**src/rtl/fuzzy_risk_sched.sv**
```systemverilog
// fuzzy_risk_sched: round-robin scheduler sharing one fuzzy risk evaluator
// between NCH sensor channels, with a valid/ready result port and a
// per-channel hysteresis alarm.
//
// Ports:
//   clk, rst              clock, synchronous active-high reset
//   req[NCH]              per-channel level request, held until its ack
//   raw_bus, sow_bus      per-channel 8b rain/soil readings, ch i at [8i+7:8i]
//   ack[NCH]              one-hot pulse while the channel's risk is captured
//   fz_raw, fz_sow        readings presented to the evaluator
//   fz_ef                 evaluator enable, one-cycle pulse
//   fz_risk               risk returned by the evaluator (registered on fz_ef)
//   res_valid/res_ready   result handshake
//   res_ch, res_risk      channel and risk of the pending result
//   alarm[NCH]            per-channel hysteresis alarm
//   busy                  high whenever the scheduler is not idle
module fuzzy_risk_sched #(
    parameter int unsigned NCH      = 4,
    parameter int unsigned CHW      = 2,
    parameter int unsigned ALARM_HI = 200,
    parameter int unsigned ALARM_LO = 150
) (
    input  logic             clk,
    input  logic             rst,
    input  logic [NCH-1:0]   req,
    input  logic [NCH*8-1:0] raw_bus,
    input  logic [NCH*8-1:0] sow_bus,
    output logic [NCH-1:0]   ack,
    output logic [7:0]       fz_raw,
    output logic [7:0]       fz_sow,
    output logic             fz_ef,
    input  logic [7:0]       fz_risk,
    output logic             res_valid,
    input  logic             res_ready,
    output logic [CHW-1:0]   res_ch,
    output logic [7:0]       res_risk,
    output logic [NCH-1:0]   alarm,
    output logic             busy
);

    localparam int unsigned DW = 8;
    localparam logic [DW-1:0] HI_TH = DW'(ALARM_HI);
    localparam logic [DW-1:0] LO_TH = DW'(ALARM_LO);

    typedef enum logic [1:0] {
        IDLE  = 2'd0,
        ISSUE = 2'd1,
        CAPT  = 2'd2,
        DONE  = 2'd3
    } state_t;

    state_t state, state_d;

    logic [CHW-1:0] cur, cur_d;
    logic [CHW-1:0] last, last_d;

    logic [DW-1:0]  fz_raw_d, fz_sow_d, res_risk_d;
    logic           fz_ef_d, res_valid_d, busy_d;
    logic [NCH-1:0] ack_d, alarm_d;
    logic [CHW-1:0] res_ch_d;

    logic           grant_found;
    logic [CHW-1:0] grant_idx;

    // Round-robin search: first requester after the last granted channel.
    always_comb begin
        grant_found = 1'b0;
        grant_idx   = '0;
        for (int unsigned k = 1; k <= NCH; k++) begin
            int unsigned idx;
            idx = (int'(last) + k) % NCH;
            if (!grant_found && req[idx]) begin
                grant_found = 1'b1;
                grant_idx   = CHW'(idx);
            end
        end
    end

    // Next-state and next-output logic.
    always_comb begin
        state_d     = state;
        cur_d       = cur;
        last_d      = last;
        fz_raw_d    = fz_raw;
        fz_sow_d    = fz_sow;
        fz_ef_d     = 1'b0;
        ack_d       = '0;
        res_valid_d = 1'b0;
        res_ch_d    = res_ch;
        res_risk_d  = res_risk;
        alarm_d     = alarm;

        unique case (state)
            IDLE: begin
                if (grant_found) begin
                    fz_raw_d = raw_bus[DW*int'(grant_idx) +: DW];
                    fz_sow_d = sow_bus[DW*int'(grant_idx) +: DW];
                    cur_d    = grant_idx;
                    last_d   = grant_idx;
                    fz_ef_d  = 1'b1;
                    state_d  = ISSUE;
                end
            end
            ISSUE: begin
                // ack is registered, so it is raised here to be seen during CAPT
                ack_d   = NCH'(1) << cur;
                state_d = CAPT;
            end
            CAPT: begin
                res_risk_d  = fz_risk;
                res_ch_d    = cur;
                res_valid_d = 1'b1;
                if (fz_risk >= HI_TH) begin
                    alarm_d[cur] = 1'b1;
                end else if (fz_risk < LO_TH) begin
                    alarm_d[cur] = 1'b0;
                end
                state_d = DONE;
            end
            DONE: begin
                if (res_ready) begin
                    state_d = IDLE;
                end else begin
                    res_valid_d = 1'b1;
                end
            end
            default: state_d = IDLE;
        endcase

        busy_d = (state_d != IDLE);
    end

    // State and output registers.
    always_ff @(posedge clk) begin
        if (rst) begin
            state     <= IDLE;
            cur       <= '0;
            last      <= CHW'(NCH - 1);
            fz_raw    <= '0;
            fz_sow    <= '0;
            fz_ef     <= 1'b0;
            ack       <= '0;
            res_valid <= 1'b0;
            res_ch    <= '0;
            res_risk  <= '0;
            alarm     <= '0;
            busy      <= 1'b0;
        end else begin
            state     <= state_d;
            cur       <= cur_d;
            last      <= last_d;
            fz_raw    <= fz_raw_d;
            fz_sow    <= fz_sow_d;
            fz_ef     <= fz_ef_d;
            ack       <= ack_d;
            res_valid <= res_valid_d;
            res_ch    <= res_ch_d;
            res_risk  <= res_risk_d;
            alarm     <= alarm_d;
            busy      <= busy_d;
        end
    end

endmodule

```
**config.mk**
```make
export PLATFORM = sky130hd
export DESIGN_NAME = fuzzy_risk_sched
export DESIGN_NICKNAME = d
export VERILOG_FILES = /design/src/rtl/fuzzy_risk_sched.sv
export SDC_FILE = /design/constraint.sdc
export NUM_CORES = 1
export LEC_CHECK = 0
export ABC_AREA = 0
export ABC_CLOCK_PERIOD_IN_PS = 3640
export CAP_MARGIN = 10
export CORE_UTILIZATION = 45
export CTS_BUF_LIST = sky130_fd_sc_hd__clkbuf_8
export DETAILED_ROUTE_END_ITERATION = 6
export MAX_ROUTING_LAYER = met4
export PLACE_DENSITY = 0.88
export SETUP_SLACK_MARGIN = 0.1
export SYNTH_ARGS = -nofsm -noshare
export SYNTH_HDL_FRONTEND = slang
export SYNTH_SLANG_ARGS = --single-unit
```
**constraint.sdc**
```tcl
create_clock -name clk -period 3.64 [get_ports clk]
set_input_delay 0.546 -clock clk [delete_from_list [all_inputs] [get_ports clk]]
set_output_delay 0.546 -clock clk [all_outputs]
set_load 0.05 [all_outputs]
```
==> results.txt, run 1 <==
----------------------------------------------------
[Hold path]
  Type of the worst min-delay path ... reg -> reg
  Hold Path Origin ... res_ch[0]

[STA]
  Final Skew ... ~0.0076 ns
  Slew at the pin closest to its max-slew limit ... 1.11 ns
  Final min period ... ~2.5 ns
  Part of the cycle the worst path needs ... approximately 69%
  Max Clk Rate ... 399 MHz
  Total negative setup slack ... 0 ns
  Final setup fails ... 0
  Hold Fails Final Rpt ... 0
  Slew Limit Headroom ... between 20% and 30%
  Max-slew violation count ... 0
  Setup ws final ... 1.14 ns
  RSZ-0062 raised after global routing ... false
  Min Hold Slack ... 0.460 ns

[Detailed routing]
  Drt pass-1 iters ... 5
  DRC violation count after routing ... 0
  Via Count ... 2641
  DRC violation total after the first TritonRoute iteration ... between 100 and 150
  Routed wirelength normalized by instance count ... 14.9 um
  Total wirelength of the detailed-routed design ... between 6000 and 7000 um
  Post-DRT Antenna Nets ... 0
  Post-detailed-route via-to-cell ratio ... around 5.7

[Clock network]
  Cts bufs inserted ... 5
  Cts hold-fix bufs ... 0
  CTS max path bufs ... 2
  Post-cts repair resize count ... 0
  Clock H-tree levels ... 2
  TritonCTS clock tree ... yes
  Clock insertion delay at the later pin of the skew report ... 0.30 ns
  Cell at the root of the clock tree ... sky130_fd_sc_hd__clkbuf_8
  Number of buffers inserted by post-CTS setup repair ... 0
  Number of sinks on the clock net ... 43
  Worst-path clk slew ... 0.08 ns

[Global routing]
  Overflow left after global routing ... 0
  First-pass GRT wire length ... 10900 um
  Pin count of the biggest net entering global routing ... 62
  Via count of the first global-routing pass ... 2486
  Overall routing resource usage ... 26.0%
  Initial antenna violation count ... 0

[Worst setup path]
  Crit path kind ... in -> reg
  Endpoint of the worst setup timing path ... fz_raw[0]
  WP data arrival ... 2.73 ns
  Worst Path Max Fanout ... 17
  R2R setup slack ... 1.45 ns
  CP endpoint kind ... register
  Worst r2r path cells ... 5
  Type of origin of the critical path ... primary input
  Worst flop-to-flop path endpoint ... fz_raw[0]
  Required time of the worst setup path ... 3.87 ns
  R2R Path Start ... last[1]
  Startpoint of the most critical setup path ... req[1]

[Die]
  Die W ... 74.5 um
  Starting utilization of the core area ... 46.5%
  Die outline area ... 0.00554 sq mm
  Floorplan die height ... 74.5 um
  Number of primary I/O pins ... 116
  Number of cell rows ... 26
  Core area ... 0.00507 sq mm

[Run]
  Max-capacitance violation count ... 0

[Status]
  Outcome ... finished, final reports clean

[Synth]
  Area share of the largest cell type after synthesis ... 36.4%
  Avg Inst Size Synth ... 8.03 sq um
  Gate Count Post-Synth ... roughly 290
  Flops & latches, synth ... between 40 and 50
  Most used flip-flop cell after synthesis ... sky130_fd_sc_hd__dfxtp_1
  Library cell occupying the most area in the post-synthesis netlist ... sky130_fd_sc_hd__dfxtp_1
  Cell area after technology mapping ... 0.00236 sq mm
  Cell with the most instances after synthesis ... sky130_fd_sc_hd__dfxtp_1
  Count of flip-flops with a built-in enable after synthesis ... 0
  Distinct cell type count of the synthesized netlist ... 42
  Most frequent cells after synthesis ... 43 x sky130_fd_sc_hd__dfxtp_1, 33 x sky130_fd_sc_hd__a21oi_1, 30 x sky130_fd_sc_hd__a21boi_0, 30 x sky130_fd_sc_hd__nand2_1, 20 x sky130_fd_sc_hd__o21ai_0
  Share of synthesized flip-flops with an asynchronous set or reset ... 0%
  Sequential fraction of the synthesis area ... 36.4%
  Number of warnings issued by yosys ... 0
  Synth area leaders ... sky130_fd_sc_hd__dfxtp_1 36%, sky130_fd_sc_hd__a21boi_0 9.5%, sky130_fd_sc_hd__a21oi_1 7.0%
  Net count of the mapped netlist ... 373

[Placement]
  Final estimated routing congestion in global placement ... roughly 0.79
  Dpl cells ... 458
  Placement-stage worst setup slack ... 0.874 ns
  Post-DP HPWL ... between 4000 and 5000 um
  Count of buffers from port buffering ... approximately 120

[Pwr]
  Total power ... 1.81 mW
  Worst IR Drop VDD ... 0.000249 V
  Leak pwr ... 1.36 nW
  Areal power density over the cells ... between 400 and 500 mW/mm^2

[Cells and area]
  Count of antenna diodes in the layout ... 0
  Post-layout net count ... 474
  Layout cell share with drive strength beyond 1 ... just over 5%
  Relative area change from synthesis to final layout ... 55.6%
  Non-filler instance count after layout ... about 470

----------------------------------------------------
==> cell type report <==
class / instances / area [sq um]
fillers: 416 / 1400
well taps: 70 / 87.6
multi-input cells: 222 / 1400
clock buffers: 5 / 68.8
inverters: 4 / 15.0
repair buffers: 119 / 1180
clock inverters: 3 / 63.8
flip-flops and latches: 43 / 861
==> per-stage QoR <==
stage	instance area (sq um)	utilization [%]
floorplan	2360	-
global placement	3540	69.8
detailed placement	3540	69.8
CTS	3680	72.4
global route	3680	72.4
finish	3680	72.4
==> worst max-delay path, stage by stage <==
cell and delay, ns:
sky130_fd_sc_hd__clkdlybuf4s50_1 0.59, sky130_fd_sc_hd__or4_4 0.20, sky130_fd_sc_hd__nand2_1 0.10, sky130_fd_sc_hd__nor3_2 0.92
sky130_fd_sc_hd__o22ai_1 0.20, sky130_fd_sc_hd__a21oi_1 0.18
==> how the worst min path moves through the flow <==
| stage | end | cells after the start |
|---|---|---|
| 2_1_floorplan | register | 2 |
| 3_3_place_gp | res_risk[2] | 2 |
| 3_5_place_dp | res_ch[0] | 2 |
| 4_1_cts | res_ch[0] | 2 |
| 5_1_grt | res_risk[5] | 2 |
| 6_report | res_ch[0] | 2 |
==> where the power goes <==
group	switching, mW	internal (mW)	leakage (nW)
registers	0.0622	0.537	0.352
logic	0.466	0.312	0.940
clock network	0.162	0.271	0.0695
total	0.690	1.12	1.36
==> per-layer routing <==
| metal | GRT usage, % | part of all wire (%) | up-vias |
|---|---|---|---|
| met5 | - | 0 | - |
| met4 | 9.43 | 1.5 | 0 |
| met3 | 6.23 | 9.3 | 12 |
| met2 | 46.1 | 48 | 137 |
| met1 | 28.0 | 41 | 1211 |
| li1 | - | - | 1281 |
==> placed cells by master, fill, tap and decap left out, types with 2 or more instances in the layout <==
cell type,instances
sky130_fd_sc_hd__clkdlybuf4s50_1,115
sky130_fd_sc_hd__a32o_1,13
sky130_fd_sc_hd__o22ai_1,16
sky130_fd_sc_hd__dfxtp_1,43
sky130_fd_sc_hd__nor3_1,2
sky130_fd_sc_hd__nand3b_1,2
sky130_fd_sc_hd__mux2i_1,3
sky130_fd_sc_hd__buf_4,4
sky130_fd_sc_hd__nor2_1,10
sky130_fd_sc_hd__a21boi_0,30
sky130_fd_sc_hd__a32o_2,2
sky130_fd_sc_hd__nand2_1,30
sky130_fd_sc_hd__o21a_1,2
sky130_fd_sc_hd__and3_1,16
sky130_fd_sc_hd__inv_1,5
sky130_fd_sc_hd__and2_1,17
sky130_fd_sc_hd__o21ai_0,20
sky130_fd_sc_hd__nand2b_1,3
sky130_fd_sc_hd__clkbuf_8,5
sky130_fd_sc_hd__bufinv_16,2
sky130_fd_sc_hd__nor3b_1,2
sky130_fd_sc_hd__nand3_1,2
sky130_fd_sc_hd__a21oi_1,33
==> cell families after synthesis <==
family                 count (synthesis)  share of synthesized area (%)
flip-flops                            43                           36.4
multiplexers                           3                           1.27
AND/OR/NAND/NOR                       92                           20.6
AO/OA/AOI/OAI                        127                           36.4
buffers and inverters                 29                           5.30
==> sequential cells by signal (all words and copies together) (netlist names), named ones only <==
signal	flops
last	2
fz_sow	8
busy	1
ack	4
res_valid	1
fz_raw	8
state	2
fz_ef	1
cur	2
res_risk	8
res_ch	2
(Power assumes the default switching activity.)
==> inputs of run 2 (changes only) <==
ABC_CLOCK_PERIOD_IN_PS = 2310   (was 3640)
CORE_UTILIZATION = 42   (was 45)
PLACE_DENSITY = 0.83   (was 0.88)
clock period = 2.31 ns   (was 3.64 ns; I/O delays follow)
==> run 2 against run 1 <==
Wire length shrank 1.4%. Clock-buffer cell count is the same. Register-to-register slack got worse by 1.0 ns. Power increased by 48%. Cell area up 0.95%. Critical endpoint is now fz_sow[2].
==> results.txt, run 2 (synthesis gave the netlist of run 1 again) <==
----------------------------------------------------
[Status]
  Outcome ... finished, final reports clean

[Clock network]
  Cell at the root of the clock tree ... sky130_fd_sc_hd__clkbuf_8
  Number of sinks on the clock net ... 43
  Number of buffers inserted by post-CTS setup repair ... 0
  Clock insertion delay at the later pin of the skew report ... 0.30 ns
  CTS max path bufs ... 2
  Cts bufs inserted ... 5
  TritonCTS clock tree ... yes
  Clock H-tree levels ... 2
  Worst-path clk slew ... approximately 0.080 ns

[Detailed routing]
  Detail Route met2 WL ... 3050 um
  Highest layer used for signal routing ... met4
  Post-DRT Antenna Nets ... 0
  DRC violation total after the first TritonRoute iteration ... 140
  Total wirelength of the detailed-routed design ... around 7000 um
  Post-detailed-route via-to-cell ratio ... 5.51
  DRC violation count after routing ... 0
  Post-route met1 wirelength ... a little over 3000 um
  Drt pass-1 iters ... 4
  Routed wirelength normalized by instance count ... 14.6 um
  DR WL met3 ... approximately 590 um
  Via Count ... 2595

[Cells and area]
  Number of inserted filler cells in the final layout ... 452
  Layout cell share with drive strength beyond 1 ... 6.48%
  Top library cells by usage in the layout, fill and taps aside ... 115 x sky130_fd_sc_hd__clkdlybuf4s50_1, 43 x sky130_fd_sc_hd__dfxtp_1, 33 x sky130_fd_sc_hd__a21oi_1
  Leading cell type in the layout, fill and taps excluded ... sky130_fd_sc_hd__clkdlybuf4s50_1
  Relative area change from synthesis to final layout ... 57.1%
  Non-filler instance count after layout ... approximately 470
  Post-layout net count ... approximately 480
  Biggest registers after layout ... fz_raw (8), fz_sow (8), res_risk (8)
  Count of antenna diodes in the layout ... 0

[STA]
  Final Skew ... 0.00466 ns
  Total negative setup slack ... 0 ns
  Max-slew violation count ... 0
  Part of the cycle the worst path needs ... 88.0%
  Setup ws final ... 0.278 ns
  Slew at the pin closest to its max-slew limit ... 0.697 ns
  Max Clk Rate ... 492 MHz
  RSZ-0062 raised after global routing ... false
  Hold Fails Final Rpt ... 0
  Slew Limit Headroom ... 53.4%
  Final setup fails ... 0
  Final min period ... 2.03 ns

[Placement]
  Dpl cells ... about 460
  Count of buffers from port buffering ... 115
  Final estimated routing congestion in global placement ... 0.806
  Post-DP HPWL ... 4810 um
  Placement-stage worst setup slack ... -0.201 ns

[Die]
  Die W ... 77.0 um
  Core area ... 0.00527 sq mm
  Floorplan die height ... 77.0 um
  Number of cell rows ... 26
  Die outline area ... 0.00593 sq mm
  Number of primary I/O pins ... 116
  Starting utilization of the core area ... between 40% and 50%

[Worst setup path]
  Crit path kind ... in -> reg
  Required time of the worst setup path ... 2.53 ns
  R2R Path Start ... last[1]
  WP data arrival ... 2.26 ns
  Worst r2r path cells ... 5
  Worst flop-to-flop path endpoint ... fz_sow[2]
  Worst Path Max Fanout ... 20
  R2R setup slack ... 0.45 ns
  Endpoint of the worst setup timing path ... fz_sow[2]
  Type of origin of the critical path ... primary input
  Startpoint of the most critical setup path ... req[3]
  CP endpoint kind ... register

[Pwr]
  Areal power density over the cells ... 724 mW/mm^2
  Switching share of power ... 40.9%
  Worst IR Drop VDD ... 0.000439 V
  Net switching power ... 1.10 mW
  Proportion of power drawn by combinational gates ... between 40% and 50%
  Leak pwr ... 1.38 nW
  Sequential fraction of design power ... 35.1%
  Clk pwr share ... ~17%
  Internal portion of total power ... 1.59 mW
  Total power ... 2.69 mW

[Global routing]
  Overflow left after global routing ... 0
  Overall routing resource usage ... 23.5%
  Initial antenna violation count ... 0
  Pin count of the biggest net entering global routing ... 62
  First-pass GRT wire length ... ~11000 um
  Via count of the first global-routing pass ... 2431

[Run]
  Max-capacitance violation count ... 0

[Hold path]
  Type of the worst min-delay path ... reg -> reg

----------------------------------------------------
## run 2: changes by cell type in the layout (fill, tap and decap cells not counted)
| cell | delta |
|---|---|
| sky130_fd_sc_hd__nor3_2 | -1 |
| sky130_fd_sc_hd__clkinv_2 | +1 |
| sky130_fd_sc_hd__buf_12 | +3 |
| sky130_fd_sc_hd__o21a_1 | -1 |
| sky130_fd_sc_hd__buf_4 | +2 |
| sky130_fd_sc_hd__nor3_4 | +1 |
| sky130_fd_sc_hd__o21a_2 | +1 |
| sky130_fd_sc_hd__bufinv_16 | -2 |
| sky130_fd_sc_hd__clkinvlp_4 | +1 |
## run 2: layer usage
| layer | track usage [%] | vias up |
|---|---|---|
| met2 | 37.6 | 123 |
| met4 | 7.17 | 0 |
| li1 | - | 1295 |
| met1 | 29.5 | 1166 |
| met3 | 5.12 | 11 |
| met5 | - | - |
## run 2: worst min path at each step
stage	start	endpoint	slack (ns)	cells after the start
final	res_risk[7]	res_risk[7]	0.46	2
after CTS	res_risk[7]	res_risk[7]	0.46	2
after floorplan	rst	fz_ef	0.44	1
after global placement	res_risk[7]	res_risk[7]	0.44	2
after detailed placement	res_risk[7]	res_risk[7]	0.45	2
after global routing	res_risk[4]	res_risk[4]	0.49	2
## run 2: critical path, cell delays in order
cell	delay, ns
sky130_fd_sc_hd__clkdlybuf4s50_1	0.50
sky130_fd_sc_hd__or4_4	0.59
sky130_fd_sc_hd__nand2_1	0.16
sky130_fd_sc_hd__buf_4	0.26
sky130_fd_sc_hd__and2_1	0.16
sky130_fd_sc_hd__o22ai_1	0.07
sky130_fd_sc_hd__a21oi_1	0.16
## run 2: power groups by stage
stage	clock network, mW	logic [mW]	registers [mW]
2_1_floorplan	0	0.537	1.21
3_3_place_gp	0	1.25	0.957
3_5_place_dp	0	1.27	0.955
4_1_cts	0.474	1.27	0.941
5_1_grt	0.496	1.37	0.957
6_report	0.465	1.28	0.943
## run 2: cell type report
cell class | instances | area, sq um | area share [%]
tap | 70 | 87.6 | 2.36
sequential | 43 | 861 | 23.2
timing repair buffer | 124 | 1260 | 33.9
inverter | 4 | 15.0 | 0.405
clock buffer | 5 | 68.8 | 1.85
clock inverter | 3 | 16.3 | 0.438
multi-input combinational | 222 | 1410 | 37.9
## run 2: repair_timing
item,CTS,global route
hold buffers,0,0
endpoints found under the setup margin,0,17
gates resized for setup,0,2
## run 2: through the flow
stage	area [sq um]	utilization, %	hold WS (ns)
after floorplan	2360	-	0.442
after global placement	3620	68.7	0.442
after detailed placement	3620	68.7	0.451
after CTS	3700	70.3	0.462
after global routing	3710	70.4	0.489
final	3710	70.4	0.458
==> inputs of run 3 (changes only) <==
CELL_PAD_IN_SITES_DETAIL_PLACEMENT = 2   (was default)
CELL_PAD_IN_SITES_GLOBAL_PLACEMENT = 2   (was default)
CORE_UTILIZATION = 35   (was 42)
DONT_BUFFER_PORTS = 1   (was default)
PLACE_DENSITY = default   (was 0.83)
PLACE_DENSITY_LB_ADDON = 0.1   (was default)
==> run 3 against run 2 <==
The run now ends with DRC left. Highest routed layer unchanged. First-iteration DRC count fell by 43%. Sequential share of layout area rose by 10 points. Clock power up 32%. Utilization is 31 points lower.
==> results.txt, run 3 (synthesis gave the netlist of run 1 again) <==
----------------------------------------------------
[Hold path]
  Type of the worst min-delay path ... in -> reg

[Worst setup path]
  WP data arrival ... around 2.1 ns
  Worst Path Max Fanout ... 15
  Required time of the worst setup path ... 2.54 ns
  CP endpoint kind ... register
  CP peak stage delay ... approximately 0.48 ns
  Type of origin of the critical path ... register
  CP Cell Sequence ... buf_4 > inv_1 > o22ai_1 > o21a_1 > o21ai_0 > a21oi_1
  Crit path kind ... reg -> reg
  CP max-delay cell ... sky130_fd_sc_hd__o21a_1

[Die]
  Die W ... 84.2 um
  Starting utilization of the core area ... a little under two fifths
  Floorplan die height ... 84.2 um
  Die outline area ... 0.00708 sq mm
  Number of cell rows ... 29
  Number of primary I/O pins ... 116
  Core area ... around 0.0064 sq mm

[Status]
  Outcome ... finished with violations
  Violations in the final reports ... DRC

[Detailed routing]
  Total wirelength of the detailed-routed design ... 7130 um
  Routed wirelength normalized by instance count ... 19.7 um
  Via Count ... 2193
  DRC violation total after the first TritonRoute iteration ... 80
  Post-DRT Antenna Nets ... 0
  Drt pass-1 iters ... 6
  Post-detailed-route via-to-cell ratio ... between 6 and 7
  DRC violation count after routing ... 32

[Cells and area]
  Non-filler instance count after layout ... 361
  Top library cells by usage in the layout, fill and taps aside ... 43 x sky130_fd_sc_hd__dfxtp_1, 33 x sky130_fd_sc_hd__a21oi_1, 30 x sky130_fd_sc_hd__nand2_1, 30 x sky130_fd_sc_hd__a21boi_0, 20 x sky130_fd_sc_hd__o21ai_0
  Post-layout net count ... around 360
  Leading cell type in the layout, fill and taps excluded ... sky130_fd_sc_hd__dfxtp_1
  Biggest registers after layout ... fz_raw (8), fz_sow (8), res_risk (8)
  Layout cell share with drive strength beyond 1 ... 8.13%
  Relative area change from synthesis to final layout ... 8.16%
  Number of inserted filler cells in the final layout ... 732

[Pwr]
  Worst IR Drop VDD ... 0.000309 V
  Areal power density over the cells ... 990 mW/mm^2
  Total power ... 2.53 mW
  Leak pwr ... 0.935 nW

[Global routing]
  First-pass GRT wire length ... between 10000 and 15000 um
  Overall routing resource usage ... 21.8%
  Via count of the first global-routing pass ... 2306
  Pin count of the biggest net entering global routing ... just over 60
  Overflow left after global routing ... 0
  Initial antenna violation count ... 0

[Placement]
  Count of buffers from port buffering ... 0
  Final estimated routing congestion in global placement ... 0.763
  Post-DP HPWL ... between 4000 and 5000 um
  Dpl cells ... 352

[STA]
  Max-slew violation count ... 0
  RSZ-0062 raised after global routing ... false
  Max Clk Rate ... about 530 MHz
  Slew at the pin closest to its max-slew limit ... 0.713 ns
  Part of the cycle the worst path needs ... between 80% and 90%
  Slew Limit Headroom ... 52.3%
  Final setup fails ... 0
  Hold Fails Final Rpt ... 0
  Total negative setup slack ... 0 ns
  Final min period ... 1.89 ns
  Final Skew ... 0.00513 ns

[Clock network]
  Cell at the root of the clock tree ... sky130_fd_sc_hd__clkbuf_8
  Clock insertion delay at the later pin of the skew report ... 0.30 ns
  Cts hold-fix bufs ... 0
  Clock H-tree levels ... 2
  Number of sinks on the clock net ... 43
  Worst-path clk slew ... 0.09 ns
  CTS max path bufs ... 2
  TritonCTS clock tree ... yes
  Cts bufs inserted ... 5

[Run]
  Max-capacitance violation count ... 0

----------------------------------------------------
## run 3: final cells by class
type / count / area (sq um) / area share [%]
Inverter: 4 / 15.0 / 0.588
Tap cell: 77 / 96.3 / 3.77
Antenna cell: 1 / 2.50 / 0.0979
Timing Repair Buffer: 6 / 57.6 / 2.25
Multi-Input combinational cell: 222 / 1410 / 55.0
Clock buffer: 6 / 82.6 / 3.23
Clock inverter: 2 / 35.0 / 1.37
Sequential cell: 43 / 861 / 33.7
## run 3: path summary, 6_finish.rpt
| kind | to | slack [ns] | cells after the start | start |
|---|---|---|---|---|
| hold reg to reg | last[0] | 0.56 | 2 | last[0] |
| setup reg to reg | fz_raw[3] | 0.42 | 6 | last[1] |
| setup / recovery | fz_raw[3] | 0.42 | 6 | last[1] |
| hold / removal | register | 0.11 | 1 | rst |
## run 3: what timing repair did
action / CTS / global route
setup buffers: 0 / 0
setup endpoints to repair: 0 / 14
gates resized for setup: 0 / 1
## run 3: critical path, delay by kind of cell (launching register included)
kind / cells / cell delay, ns
AOI/OAI and AO/OA: 4 / 1.23
buffers and inverters: 2 / 0.21
DFF: 1 / 0.38
## run 3: power by group
part / internal (mW) / leakage [nW] / total, mW / switching (mW)
registers: 0.846 / 0.352 / 1.24 / 0.392
clock network: 0.350 / 0.0612 / 0.616 / 0.266
logic: 0.275 / 0.522 / 0.675 / 0.400
total: 1.47 / 0.935 / 2.53 / 1.06
## run 3: through the flow
step / cell area, sq um / hold slack (ns) / util [%] / setup WS (ns)
after floorplan: 2360 / 0.442 / - / 0.643
after global placement: 2430 / 0.422 / 37.8 / 0.243
final: 2550 / 0.115 / 39.8 / 0.423
after global routing: 2550 / 0.0887 / 39.7 / 0.216
after CTS: 2550 / 0.0972 / 39.6 / 0.187
after detailed placement: 2430 / 0.424 / 37.8 / 0.196
## run 3: layer usage
layer	vias up	part of all wire, %	track usage [%]
met1	1055	43	26.0
li1	1061	-	-
met3	6	6.2	4.72
met5	-	0	-
met4	0	1.0	5.17
met2	71	50	37.4
